**src/rtl/dancepad_uart_tx_if.sv**
```systemverilog
// rtl/dancepad_uart_tx_if.sv - pad input and UART/status outputs of the dancepad transmitter
`timescale 1ns/1ps
interface dancepad_uart_tx_if;
  logic [7:0] pad;
  logic       TxD;
  logic       busy;
  logic [7:0] pad_state;

  modport master (output pad, input TxD, input busy, input pad_state);
  modport slave  (input pad, output TxD, output busy, output pad_state);
endinterface

```
**src/rtl/dancepad_uart_tx.sv**
```systemverilog
// rtl/dancepad_uart_tx.sv - debounced 8-pad sampler sending its state as 8N1 UART frames
`timescale 1ns/1ps
module dancepad_uart_tx #(
  parameter int CLK_HZ          = 100_000_000,
  parameter int BAUD            = 9600,
  parameter int DEBOUNCE_CYCLES = 1_000_000,
  parameter int REFRESH_CYCLES  = 10_000_000
) (
  input  logic              clk,
  input  logic              rst,
  dancepad_uart_tx_if.slave bus_if
);
  localparam int BIT_CYCLES = CLK_HZ / BAUD;
  localparam int BW = $clog2(BIT_CYCLES);
  localparam int DW = $clog2(DEBOUNCE_CYCLES + 1);
  localparam int RW = (REFRESH_CYCLES > 0) ? $clog2(REFRESH_CYCLES + 1) : 1;

  typedef enum logic [1:0] {IDLE, START, DATA, STOP} state_e;

  logic [7:0]    sync1_q, sync2_q;
  logic [DW-1:0] cnt_q [8];
  logic [DW-1:0] cnt_d [8];
  logic [7:0]    pad_q, pad_d;
  logic [RW-1:0] ref_q, ref_d;
  logic          pending_q, pending_d;
  state_e        fsm_q, fsm_d;
  logic [BW-1:0] base_q, base_d;
  logic [2:0]    bit_q, bit_d;
  logic [7:0]    shreg_q, shreg_d;
  logic          txd_q, txd_d;
  logic          load, toggle, refresh_hit, base_end;

  // Per-bit debounce: a mismatch must persist DEBOUNCE_CYCLES samples to flip the level.
  always_comb begin
    pad_d = pad_q;
    for (int i = 0; i < 8; i++) begin
      cnt_d[i] = '0;
      if (sync2_q[i] != pad_q[i]) begin
        if (cnt_q[i] == DW'(DEBOUNCE_CYCLES - 1)) begin
          pad_d[i] = ~pad_q[i];
        end else begin
          cnt_d[i] = cnt_q[i] + 1'b1;
        end
      end
    end
  end

  assign toggle      = (pad_d != pad_q);
  assign refresh_hit = (REFRESH_CYCLES != 0) && (ref_q == RW'(REFRESH_CYCLES));
  assign base_end    = (base_q == BW'(BIT_CYCLES - 1));

  // A refresh being served by this load must not re-arm itself; a toggle on the load edge must.
  assign pending_d = (pending_q & ~load) | toggle | (refresh_hit & ~load);

  always_comb begin
    ref_d = ref_q;
    if (load) begin
      ref_d = '0;
    end else if (ref_q != RW'(REFRESH_CYCLES)) begin
      ref_d = ref_q + 1'b1;
    end
  end

  always_comb begin
    fsm_d   = fsm_q;
    base_d  = base_q;
    bit_d   = bit_q;
    shreg_d = shreg_q;
    txd_d   = 1'b1;
    load    = 1'b0;
    case (fsm_q)
      IDLE: begin
        if (pending_q) begin
          load    = 1'b1;
          shreg_d = pad_q;
          base_d  = '0;
          fsm_d   = START;
        end
      end
      START: begin
        txd_d = 1'b0;
        if (base_end) begin
          base_d = '0;
          bit_d  = '0;
          fsm_d  = DATA;
        end else begin
          base_d = base_q + 1'b1;
        end
      end
      DATA: begin
        txd_d = shreg_q[bit_q];
        if (base_end) begin
          base_d = '0;
          if (bit_q == 3'd7) begin
            fsm_d = STOP;
          end else begin
            bit_d = bit_q + 1'b1;
          end
        end else begin
          base_d = base_q + 1'b1;
        end
      end
      STOP: begin
        if (base_end) begin
          base_d = '0;
          fsm_d  = IDLE;
        end else begin
          base_d = base_q + 1'b1;
        end
      end
      default: fsm_d = IDLE;
    endcase
  end

  always_ff @(posedge clk or posedge rst) begin
    if (rst) begin
      sync1_q   <= '0;
      sync2_q   <= '0;
      pad_q     <= '0;
      ref_q     <= '0;
      pending_q <= 1'b0;
      fsm_q     <= IDLE;
      base_q    <= '0;
      bit_q     <= '0;
      shreg_q   <= '0;
      txd_q     <= 1'b1;
      for (int i = 0; i < 8; i++) begin
        cnt_q[i] <= '0;
      end
    end else begin
      sync1_q   <= bus_if.pad;
      sync2_q   <= sync1_q;
      pad_q     <= pad_d;
      ref_q     <= ref_d;
      pending_q <= pending_d;
      fsm_q     <= fsm_d;
      base_q    <= base_d;
      bit_q     <= bit_d;
      shreg_q   <= shreg_d;
      txd_q     <= txd_d;
      for (int i = 0; i < 8; i++) begin
        cnt_q[i] <= cnt_d[i];
      end
    end
  end

  assign bus_if.TxD       = txd_q;
  assign bus_if.busy      = (fsm_q != IDLE);
  assign bus_if.pad_state = pad_q;
endmodule

```
**src/flat_wrapper.sv**
```systemverilog
// flat-port wrapper written by rule: the top's interface ports become plain ports
module dancepad_uart_tx_flat 
#(
  parameter int CLK_HZ          = 100_000_000,
  parameter int BAUD            = 9600,
  parameter int DEBOUNCE_CYCLES = 1_000_000,
  parameter int REFRESH_CYCLES  = 10_000_000
)
  (clk, rst, bus_if_pad, bus_if_TxD, bus_if_busy, bus_if_pad_state);
  dancepad_uart_tx_if bus_if_i ();
  input  logic clk;
  input  logic rst;
  input wire logic [$bits(bus_if_i.pad)-1:0] bus_if_pad;
  output wire logic [$bits(bus_if_i.TxD)-1:0] bus_if_TxD;
  output wire logic [$bits(bus_if_i.busy)-1:0] bus_if_busy;
  output wire logic [$bits(bus_if_i.pad_state)-1:0] bus_if_pad_state;
  assign bus_if_i.pad = bus_if_pad;
  assign bus_if_TxD = bus_if_i.TxD;
  assign bus_if_busy = bus_if_i.busy;
  assign bus_if_pad_state = bus_if_i.pad_state;
  dancepad_uart_tx #(.CLK_HZ(CLK_HZ), .BAUD(BAUD), .DEBOUNCE_CYCLES(DEBOUNCE_CYCLES), .REFRESH_CYCLES(REFRESH_CYCLES)) u_core (.clk(clk), .rst(rst), .bus_if(bus_if_i));
endmodule
```
**config.mk**
```make
export PLATFORM = sky130hd
export DESIGN_NAME = dancepad_uart_tx_flat
export DESIGN_NICKNAME = d
export VERILOG_FILES = /design/src/rtl/dancepad_uart_tx_if.sv /design/src/rtl/dancepad_uart_tx.sv /design/src/flat_wrapper.sv
export SDC_FILE = /design/constraint.sdc
export NUM_CORES = 1
export LEC_CHECK = 0
export ABC_AREA = 0
export CAP_MARGIN = 20
export CORE_MARGIN = 2
export CORE_UTILIZATION = 45
export CTS_CLUSTER_SIZE = 14
export DETAILED_ROUTE_END_ITERATION = 6
export GPL_TIMING_DRIVEN = 0
export PLACE_DENSITY = 0.58
export REMOVE_ABC_BUFFERS = 1
export SLEW_MARGIN = 20
export SYNTH_ARGS = -nofsm -noshare
export SYNTH_HDL_FRONTEND = slang
export SYNTH_SLANG_ARGS = --single-unit
```
**constraint.sdc**
```tcl
create_clock -name clk -period 18.2 [get_ports clk]
set_input_delay 1.82 -clock clk [delete_from_list [all_inputs] [get_ports clk]]
set_output_delay 1.82 -clock clk [all_outputs]
set_load 0.01 [all_outputs]
```
* Yosys cells after proc, flatten, opt, wreduce, memory -nomap -nowiden
Index checks and enable logic that the tools add are counted.
** Storage, ports and cells
- Logic and storage cells :: 133
- Memories :: 0
- Input bits :: 10
- ROM bits :: 0
- Output and inout bits :: 10
- Bits in registers :: 237
- Latch bits :: 0
- Memory bits (writable) :: 0
** Operators by class
- Multiply operators :: 0
- Div/mod/pow operators :: 0
- $add $sub $neg :: 11
- Shifts and indexed selects :: 0
- Magnitude comparators :: 1
- Eq/ne operators :: 30
- Multiplexer cells :: 52
- Bitwise gates (word level) :: 13
- Reduce and logical (&&, ||, !) cells :: 8
** Operators by type and width (count)
- $mux W20 :: 16
- $add A20 B1 Y20 const B :: 8
- $eq A20 B20 Y1 const B :: 8
- $mux W24 :: 2
- $mux W14 :: 2
- $pmux W14 S2 :: 1
- $add A24 B1 Y24 const B :: 1
- $eq A24 B24 Y1 const B :: 1
- $ne A24 B24 Y1 const B :: 1
- $mux W1 :: 19
- $add A14 B1 Y14 const B :: 1
- $eq A14 B14 Y1 const B :: 1
- $mux W2 :: 5
- $ne A2 B1 Y1 const B :: 5
- $mux W3 :: 3
- $not A1 Y1 :: 9
- $ne A1 B1 Y1 :: 8
- $ne A8 B8 Y1 :: 1
- $pmux W2 S4 :: 1
- $pmux W3 S2 :: 1
- $reduce_bool A2 Y1 :: 3
- $reduce_and A5 Y1 :: 1
- $eq A2 B2 Y1 const B :: 2
- $lt A3 B4 Y1 const B :: 1
- other kinds (12) :: 14

* Depth between registers and ports, before layout
- Depth after elaboration :: 6
- Depth in mapped cells :: 8
- Mapped depth without buffers :: 7

* Worst setup path before layout
Ideal clock, no wire load.
- Path type :: register to output
- Start :: register u_core.fsm_q[0]
- End :: output port bus_if_busy
- Arrival time :: 786 ps
- Path slack :: 15594 ps
- Cell stages (with the launch flop) :: 4
- Data required time :: 16380 ps
- Path buffers :: 0
- Cells stage by stage :: dfrtp_1 inv_1 ha_1 inv_1
** On the way
- Longest elaborated chain between the ends :: 1
** Ends and longest elaborated chain
- start: declaration :: line dancepad_uart_tx.sv:26 : state_e fsm_q, fsm_d;
- start signal: assignment :: line dancepad_uart_tx.sv:136 : fsm_q <= fsm_d;
- $reduce_bool A2 Y1 :: line dancepad_uart_tx.sv:148 : assign bus_if.busy = (fsm_q != IDLE);
- end: declaration :: line flat_wrapper.sv:15 : output wire logic [$bits(bus_if_i.busy)-1:0] bus_if_busy;
No other way between the ends.

* Worst setup path after layout
Same ends and word-level chain as after synthesis.

==> run summary <==
FLOORPLAN
----------------------------------------------------------------------------------------
Total Die Area                                                               0.0262 mm^2
DIE WIDTH                                                                         162 um
Core Area                                                                    0.0244 mm^2
I/O Pins                                                                              20
Height of the die                                                                 162 um
Starting Density                                                                   46.0%
Site Rows                                                                             57

CRITICAL PATH
----------------------------------------------------------------------------------------
Cell count of the worst reg-to-reg path                                                5
Launching instance or port of the critical path                             u_core.fsm_q[0]$_DFFE_PP0P_
Reg2reg start                                                               u_core.base_q[4]$_DFFE_PP0N_
Worst Path Class, Setup                                                       reg -> out
Setup slack, reg-to-reg                                                        15,560 ps
Critical path capture point type                                             output port
Endpoint of the worst register-to-register path                             u_core.base_q[7]$_DFFE_PP0N_
Startpoint type of the worst setup path                                             flop
Critical path data arrival time                                                  2040 ps
Required time reported for the critical path endpoint                          16,380 ps
Worst-path maximum fanout                                                              5

GLOBAL ROUTING
----------------------------------------------------------------------------------------
GRT Util Overall                                                                   16.4%
First-pass GRT wire length                                                       36.3 mm
GR Overflow Total                                                                      0
Initial antenna violation count                                                        0
Vias in the first global route                                                     7,658
Largest net degree at the start of global routing                                    105

YOSYS
----------------------------------------------------------------------------------------
Avg Cell Area, Syn                                                             9.95 um^2
Async set-or-reset flop fraction in the synthesized netlist                         100%
Post-synthesis cell type count                                                        49
Combined area of all synthesized cells                                       0.0112 mm^2
Sequential area share after synthesis                                              52.9%
Post-synth top area cell                                                    sky130_fd_sc_hd__dfrtp_1
Leading post-synthesis cells by cell area                                   sky130_fd_sc_hd__dfrtp_1, sky130_fd_sc_hd__nor2_1, sky130_fd_sc_hd__xnor2_1, sky130_fd_sc_hd__xor2_1, sky130_fd_sc_hd__nand2_1
Yosys reg bits                                                                       237
Synth Flop Type                                                             sky130_fd_sc_hd__dfrtp_1
Cell count after synthesis                                                         1,127
Number of synthesized flops with an enable pin                                         0
Total number of yosys warnings                                                         0
Synth top area share                                                               52.7%

PLACEMENT
----------------------------------------------------------------------------------------
Number of port buffers                                                                19
Post-detail-place hpwl                                                           13.3 mm
Total instance count after detailed placement                                      1,451
Placer Congestion                                                                  0.767

MIN PATH
----------------------------------------------------------------------------------------
Number of cells on the worst hold path                                                 0
Worst-case hold path end point                                              u_core.sync2_q[4]$_DFF_PP0_
Start point of the worst hold path                                          u_core.sync1_q[4]$_DFF_PP0_
Class of the most critical hold timing path                                   reg -> reg

CTS
----------------------------------------------------------------------------------------
Post-CTS Resized                                                                       0
Number of hold buffers added after CTS                                                 0
Clock buffers created by TritonCTS                                                    27
Count of H-tree levels built during CTS                                                1
Maximum root-to-sink buffer count                                                      3
Clock latency at the later pin of the worst-skew pair                             540 ps
Buffer cell driving the clock tree root                                     sky130_fd_sc_hd__clkbuf_16
Number of clock sinks                                                                237
Post-CTS Setup Repair Bufs                                                             0
CTS clock-pin slew for the worst setup and hold paths                              60 ps
CTS tree                                                                            done

FINISH
----------------------------------------------------------------------------------------
Top library cells by usage in the layout, fill and taps aside               sky130_fd_sc_hd__dfrtp_1, sky130_fd_sc_hd__nor2_1, sky130_fd_sc_hd__xnor2_1
Synth-to-Final Area Change                                                         12.7%
Fraction of final layout cells sized beyond drive strength 1                       6.12%
Antenna diode count                                                                    0
Number of nets at the end of the flow                                              1,184
Most frequent standard cell in the layout excluding fill and tap cells      sky130_fd_sc_hd__dfrtp_1
Number of fill cells in the layout                                                 2,254
Non-Filler Instances                                                               1,500

DRT
----------------------------------------------------------------------------------------
Antenna-violating nets left                                                            0
Via density                                                                         5.04
Number of detailed-route iterations in the first pass                                  4
Drt wl/cell                                                                      13.5 um
Total vias in the final route                                                      7,563
DRC                                                                                    0
DRT iter0 DRCs                                                                       467
Detailed-route wire length                                                       20.3 mm

TIMING
----------------------------------------------------------------------------------------
RSZ-0062 raised after global routing                                               false
Final Slew Violations                                                                  0
Aggregate negative setup slack                                                      0 ps
Actual slew at the worst max-slew pin                                             969 ps
Worst Skew                                                                       20.0 ps
Fin. Hold Viols                                                                        0
Upper clock frequency limit                                                      259 MHz
Final hold slack                                                                  344 ps
Remaining max-slew budget at the tightest pin                                      34.5%
Portion of the clock cycle consumed by the worst path in the final layout          21.2%
Final number of setup-violating endpoints                                              0
Min cycle time layout                                                            3860 ps

PWR
----------------------------------------------------------------------------------------
Highest ir drop seen on vdd                                                    0.0807 mV
Standby leakage power                                                            5.40 nW
Pwr per Cell Area                                                           85.9 mW/mm^2

FLOW RUN
----------------------------------------------------------------------------------------
Number of violations of the max-capacitance limit                                      0

STATUS
----------------------------------------------------------------------------------------
Result of the run                                                           finished clean

synth_stat cells (all sizes together), types with 8 or more instances:
cell type / count
and3: 25
and4: 12
buf: 8
clkbuf: 13
dfrtp: 236
ha: 18
inv: 35
mux2: 9
nand2: 99
nand3: 68
nand4: 40
nor2: 232
nor3: 32
nor4: 20
nor4b: 9
or3: 10
or4: 8
xnor2: 98
xor2: 85
area by class of cell:
type                       count  area, um^2  share of cell area, %
clock inverter                12        91.3                  0.723
tap                          324         405                   3.21
multi-input combinational    834        5060                   40.0
clock buffer                  37         763                   6.04
inverter                      35         139                   1.10
sequential                   237        5930                   46.9
timing repair buffer          21         245                   1.94
critical path, cell delays in order, from the launching register on:
cell	delay, ps
sky130_fd_sc_hd__dfrtp_1	400
sky130_fd_sc_hd__inv_1	100
sky130_fd_sc_hd__ha_1	270
sky130_fd_sc_hd__inv_1	170
sky130_fd_sc_hd__clkdlybuf4s50_1	570
per-layer routing:
layer	vias to the layer above	global-route usage [%]	part of all wire [%]
met2	77	25.9	44
met5	-	0	0
met4	0	4.38	2.0
met3	31	2.48	3.3
li1	3841	-	-
met1	3614	23.8	51
metrics by stage:
step                power, W  cell area [um^2]  worst slack, ps  utilization, %
floorplan           0.000566             11100             9880               -
detailed placement  0.000577             11800            14900            48.3
finish               0.00108             12600            14340            51.8
CTS                  0.00111             12600            14300            51.8
global route         0.00113             12600            14230            51.8
global placement    0.000576             11700             6620            48.0
logic make-up (layout without fill, tap and decap cells):
kind of cell    after synthesis  count (layout)  share of synthesized area [%]
fa+ha+maj                    18              18                           2.01
mux                          14              14                           1.61
simple gates                598             598                           25.9
flops                       237             237                           52.9
xor+xnor                    183             183                           14.3
buf+inv                      56             105                           2.01
compound gates               21              21                           1.29
worst max path at each step:
| stage | end | slack (ps) | depth (start not counted) |
|---|---|---|---|
| final | bus_if_busy | 14340 | 4 |
| after global routing | bus_if_busy | 14230 | 4 |
| after CTS | bus_if_busy | 14300 | 4 |
| after detailed placement | bus_if_busy | 14900 | 4 |
| after global placement | u_core.cnt_q[13]$_DFF_PP0_ | 6620 | 2 |
| after floorplan | u_core.base_q[0]$_DFFE_PP0N_ | 9880 | 1 |
state kept, by name, indices dropped and copies added, names as in the netlist:
name / cells
u_core.bus_if.TxD: 1
u_core.ref_q: 24
u_core.bus_if.pad_state: 8
u_core.fsm_q: 2
u_core.cnt_q: 160
u_core.base_q: 14
u_core.sync2_q: 8
u_core.bit_q: 3
u_core.pending_q: 1
u_core.sync1_q: 8
u_core.shreg_q: 8
where the power goes:
group | internal (W) | total, W | switching [W]
logic | 0.00000787 | 0.0000278 | 0.0000199
registers | 0.000533 | 0.000538 | 0.00000521
clock network | 0.000306 | 0.000518 | 0.000212
No activity file was read; power rests on OpenSTA's default activity.
